<file path="src/rtl/risXv_pkg.sv">
// Shared types and widths for the risXv memory-side blocks.
package risXv_pkg;

    localparam int MXLEN   = 32;
    localparam int DATA_WD = 32;

    typedef enum logic [1:0] {
        ST_IDLE  = 2'd0,
        ST_ISSUE = 2'd1,
        ST_WAIT  = 2'd2
    } arb_state_e;

    typedef enum logic {
        OWN_IF = 1'b0,
        OWN_LS = 1'b1
    } arb_owner_e;

endpackage

</file>
<file path="src/rtl/mem_arb_starve_ctr.sv">
// Saturating count of LSU grants taken while fetch was waiting; forces a fetch
// grant once the limit is reached.
module mem_arb_starve_ctr #(
    parameter int STARVE_MAX = 4
) (
    input  logic clk,
    input  logic rst,
    input  logic ls_grant,
    input  logic if_grant,
    input  logic if_waiting,
    output logic force_if
);

    if (STARVE_MAX < 1 || STARVE_MAX > 15) begin : g_bad_starve_max
        $error("mem_arb_starve_ctr: STARVE_MAX must be in 1..15");
    end

    localparam logic [3:0] LIMIT = 4'(STARVE_MAX);

    logic [3:0] count;

    always_ff @(posedge clk or negedge rst) begin
        if (!rst) begin
            count <= 4'd0;
        end else if (if_grant) begin
            count <= 4'd0;
        end else if (ls_grant && if_waiting && count != LIMIT) begin
            count <= count + 4'd1;
        end
    end

    assign force_if = (count == LIMIT);

endmodule

</file>
<file path="src/rtl/mem_arbiter.sv">
// Two-client (fetch / LSU) arbiter onto a single memory port with one
// outstanding transaction and starvation protection for fetch.
module mem_arbiter
    import risXv_pkg::*;
#(
    parameter int STARVE_MAX = 4
) (
    input  logic               clk,
    input  logic               rst,

    input  logic               if_req_valid,
    input  logic [MXLEN-1:0]   if_req_addr,
    output logic               if_req_ready,
    output logic               if_rsp_valid,
    output logic [DATA_WD-1:0] if_rsp_data,

    input  logic               ls_req_valid,
    input  logic [MXLEN-1:0]   ls_req_addr,
    input  logic               ls_req_we,
    input  logic [DATA_WD-1:0] ls_req_wdata,
    input  logic [3:0]         ls_req_be,
    output logic               ls_req_ready,
    output logic               ls_rsp_valid,
    output logic [DATA_WD-1:0] ls_rsp_data,

    output logic               mem_req_valid,
    output logic [MXLEN-1:0]   mem_req_addr,
    output logic               mem_req_we,
    output logic [DATA_WD-1:0] mem_req_wdata,
    output logic [3:0]         mem_req_be,
    input  logic               mem_req_ready,
    input  logic               mem_rsp_valid,
    input  logic [DATA_WD-1:0] mem_rsp_data
);

    arb_state_e state;
    arb_owner_e owner;
    logic       force_if;
    logic       idle;
    logic       grant_if;
    logic       grant_ls;

    // Qualifying with rst keeps both readies low while reset is held.
    assign idle     = (state == ST_IDLE) && rst;
    assign grant_ls = idle && ls_req_valid && !(if_req_valid && force_if);
    assign grant_if = idle && if_req_valid && !grant_ls;

    assign if_req_ready = grant_if;
    assign ls_req_ready = grant_ls;

    mem_arb_starve_ctr #(
        .STARVE_MAX (STARVE_MAX)
    ) u_starve_ctr (
        .clk        (clk),
        .rst        (rst),
        .ls_grant   (grant_ls),
        .if_grant   (grant_if),
        .if_waiting (if_req_valid),
        .force_if   (force_if)
    );

    always_ff @(posedge clk or negedge rst) begin
        if (!rst) begin
            state         <= ST_IDLE;
            owner         <= OWN_IF;
            mem_req_valid <= 1'b0;
            mem_req_addr  <= '0;
            mem_req_we    <= 1'b0;
            mem_req_wdata <= '0;
            mem_req_be    <= 4'h0;
        end else begin
            case (state)
                ST_IDLE: begin
                    if (grant_if) begin
                        owner         <= OWN_IF;
                        mem_req_valid <= 1'b1;
                        mem_req_addr  <= if_req_addr;
                        mem_req_we    <= 1'b0;
                        mem_req_wdata <= '0;
                        mem_req_be    <= 4'hF;
                        state         <= ST_ISSUE;
                    end else if (grant_ls) begin
                        owner         <= OWN_LS;
                        mem_req_valid <= 1'b1;
                        mem_req_addr  <= ls_req_addr;
                        mem_req_we    <= ls_req_we;
                        mem_req_wdata <= ls_req_wdata;
                        mem_req_be    <= ls_req_be;
                        state         <= ST_ISSUE;
                    end
                end
                ST_ISSUE: begin
                    if (mem_req_ready) begin
                        mem_req_valid <= 1'b0;
                        state         <= ST_WAIT;
                    end
                end
                ST_WAIT: begin
                    if (mem_rsp_valid) begin
                        state <= ST_IDLE;
                    end
                end
                default: begin
                    state <= ST_IDLE;
                end
            endcase
        end
    end

    // Responses outside WAIT are stray and never reach a client.
    assign if_rsp_valid = (state == ST_WAIT) && mem_rsp_valid && (owner == OWN_IF);
    assign ls_rsp_valid = (state == ST_WAIT) && mem_rsp_valid && (owner == OWN_LS);
    assign if_rsp_data  = mem_rsp_data;
    assign ls_rsp_data  = mem_rsp_data;

endmodule

</file>
<file path="config.mk">
export PLATFORM = sky130hd
export DESIGN_NAME = mem_arbiter
export DESIGN_NICKNAME = d
export VERILOG_FILES = /design/src/rtl/risXv_pkg.sv /design/src/rtl/mem_arb_starve_ctr.sv /design/src/rtl/mem_arbiter.sv
export SDC_FILE = /design/constraint.sdc
export NUM_CORES = 1
export LEC_CHECK = 0
export ABC_AREA = 0
export BUFFER_PORTS_ARGS = -buffer_cell sky130_fd_sc_hd__clkbuf_2
export CORE_MARGIN = 8
export CORE_UTILIZATION = 41
export DETAILED_ROUTE_END_ITERATION = 8
export HOLD_SLACK_MARGIN = 0.1
export PLACE_DENSITY = 0.9
export SYNTH_ARGS = -nofsm -noshare
export SYNTH_HDL_FRONTEND = slang
export SYNTH_SLANG_ARGS = --single-unit
</file>
<file path="constraint.sdc">
create_clock -name clk -period 2.03 [get_ports clk]
set_clock_uncertainty 0.2 [all_clocks]
set_input_delay 0.203 -clock clk [delete_from_list [all_inputs] [get_ports clk]]
set_output_delay 0.203 -clock clk [all_outputs]
set_load 0.03 [all_outputs]
</file>
==> impl_results.md <==
* CTS clk-pin slew, worst paths at 0.08 ns
* R2R depth at 6
* Worst-path fanout max at 34
* GP Congestion at 0.749
* Crit path capture type: flop
* Initial DRC Count at 195
* Critical Path Source Type: flop
* Clk_lat worst skew at 0.34 ns
* Area delta synth->final at 54.4%
* IO Pins at 277
* Core area at 8760 µm²
* Pre-Repair DR Iteration Count at 4
* DRT antenna net count at 0
* Initial antenna violation count at 5
* Top_reg_cell synth: dfrtp_1
* Die Wd at 111 µm
* Syn_area_per_cell at 12.2 µm²
* # setup viols final at 0
* Max VDD drop at 0.000549 V
* Final Max Slew Viols at 0
* Hpwl dp at 8.69 mm
* Hold slack at 0.151 ns
* Worst Tran Pin Value at 0.580 ns
* Rows at 34
* Placement Cell Area at 4300 µm²
* Die height at 111 µm
* Tot Pwr at 6.98 mW
* Status: complete, no violations
* Crit path DAT at 1.97 ns
* Hold depth at 4
* DRT Wirelength at 13.5 mm
* Max Cap Violations at 0
* Commonest non-fill, non-tap cell in the layout: clkbuf_2
* Die ar. at 12400 µm²
* Yosys warns at 0
* Reg2reg start: state[0]$_DFFE_PN0P_
* Global-route wire length before repair at 20.8 mm
* WL/cell at 20.3 µm
* Hold EP: mem_req_valid$_DFFE_PN0P_
* Hold Path Class: in -> reg
* I/O Buffers at 180
* Via density at 5.29
* Mapped cell area at 3730 µm²
* Via count at 3503
* Largest net degree at the start of global routing at 45
* Reg-to-Reg End: mem_req_wdata[18]$_DFFE_PN0P_
* Global route overflow at 0
* F_max at 0.513 GHz
* Sequential-to-total area share from yosys stat at 0.517
* Clock Tree Root: clkbuf_8
* Initial Util at 0.425
* Final nets at 684
* GRT Util Overall at 0.208
* Layout cells sized above 1 at 0.454
* Period minus WS final at 1.95 ns
* Fin crit share at 0.961
* CTS tree: built
* Netlist cell types at 36
* Cells after Synth at 306
* Req. time, crit path at 2.05 ns
* Vias in the first global route at 3919
* TNS Setup at 0 ns
* Clk buf depth at 2
* Hold wc startpoint: rst
* TritonCTS buffer count at 9
* Syn Nets at 447
* DRC at 0
* Hold Vio Cnt, Final at 0
* #FFs+latches synth at 77
* Leakage at 2.79 nW
* Post-layout util at 0.657
* Asr flop ratio synth at 1.00
* R2r setup slk at 0.08 ns
* Pwr/cell area at 1210 nW/µm²
* RSZ-0062 raised after global routing: false
* Clock sink count at 77
* CP Class: reg -> reg
* Rel. slew slack at 0.613
* Fin area at 5760 µm²
* Number of synthesized flops with an enable pin at 0
* Maximum level of the CTS H-tree at 3
* Most frequent cells in the layout: clkbuf_2 (176), dlygate4sd3_1 (107), dfrtp_1 (75), a22o_1 (33), or3_1 (33)
area by class of cell:
type	instances	area (µm²)
fillers	658	3010
clock buffers	11	131
repair buffers	312	2230
inverters	8	37.5
clock inverters	5	83.8
multi-input cells	135	1200
flip-flops and latches	77	1930
well taps	108	135
diodes	6	15.0
per-stage QoR:
step                worst slack (ns)  std cells
floorplan                      0.234        306
global placement               0.200        522
detailed placement             0.126        522
CTS                          0.00576        650
global route                 0.00977        662
finish                        0.0795        662
cell families (layout without fill, tap and decap cells):
group,after synthesis,count (layout),synth area share
other,0,6,0
adder cells (fa/ha/maj),2,2,0.00671
AO/OA/AOI/OAI,81,81,0.206
flip-flops,77,77,0.517
multiplexers,1,1,0.00302
buffers and inverters,94,336,0.173
AND/OR/NAND/NOR,51,51,0.0940
power by group:
group / internal [mW] / switching (mW) / total [mW]
Clock: 0.698 / 0.568 / 1.27
Combinational: 1.30 / 1.95 / 3.26
Sequential: 2.10 / 0.361 / 2.46
how the worst max path moves through the flow:
| stage | slack (ns) | end | from |
|---|---|---|---|
| 6_report | 0.08 | mem_req_wdata[18]$_DFFE_PN0P_ | state[0]$_DFFE_PN0P_ |
| 5_1_grt | 0.01 | if_req_ready | state[0]$_DFFE_PN0P_ |
| 4_1_cts | 0.006 | if_req_ready | u_starve_ctr.count[0]$_DFFE_PN0P_ |
| 3_5_place_dp | 0.13 | mem_req_wdata[14]$_DFFE_PN0P_ | state[0]$_DFFE_PN0P_ |
| 3_3_place_gp | 0.20 | mem_req_wdata[16]$_DFFE_PN0P_ | state[0]$_DFFE_PN0P_ |
| 2_1_floorplan | 0.23 | mem_req_wdata[10]$_DFFE_PN0P_ | state[0]$_DFFE_PN0P_ |
Yosys cell counts (all sizes together) (2+ instances only):
| cell | instances | share of area |
|---|---|---|
| a22o | 33 | 0.078 |
| buf | 84 | 0.16 |
| clkbuf | 2 | 0.0020 |
| dfrtp | 77 | 0.52 |
| ha | 2 | 0.0067 |
| inv | 8 | 0.0081 |
| nand2 | 4 | 0.0060 |
| nand3 | 2 | 0.0027 |
| nand4 | 2 | 0.0034 |
| nand4bb | 2 | 0.0060 |
| nor2 | 2 | 0.0027 |
| nor4bb | 2 | 0.0094 |
| o21ai | 5 | 0.0077 |
| o221a | 32 | 0.097 |
| o22a | 4 | 0.0094 |
| or3 | 33 | 0.055 |
state kept, by name, indices dropped and copies added (netlist names):
| signal | count |
|---|---|
| mem_req_valid | 1 |
| mem_req_wdata | 32 |
| u_starve_ctr.count | 4 |
| mem_req_be | 4 |
| mem_req_we | 1 |
| mem_req_addr | 32 |
| state | 2 |
| owner | 1 |
metal layers:
layer	part of all wire	wire length (µm)	GRT usage	vias to the layer above
met3	0.067	908	0.0649	58
li1	-	-	-	1557
met2	0.55	7360	0.362	195
met1	0.34	4590	0.211	1693
met4	0.044	595	0.132	0
met5	0	0	0	-
critical path: stages, from the launching register on:
cell	delay, ns
dfrtp_2	0.45
nor4bb_4	0.39
buf_4	0.20
buf_6	0.16
nor2_2	0.07
buf_12	0.17
a22o_1	0.20
what timing repair did:
action | 4_1_cts | 5_1_grt
buffers inserted | 4 | 6
gates resized for setup | 6 | 14
setup endpoints to repair | 2 | 15
endpoints found under the hold margin | 151 | 0
pin swaps | 2 | 4
hold buffers | 108 | 0
Power figures use the tool's default switching activity.
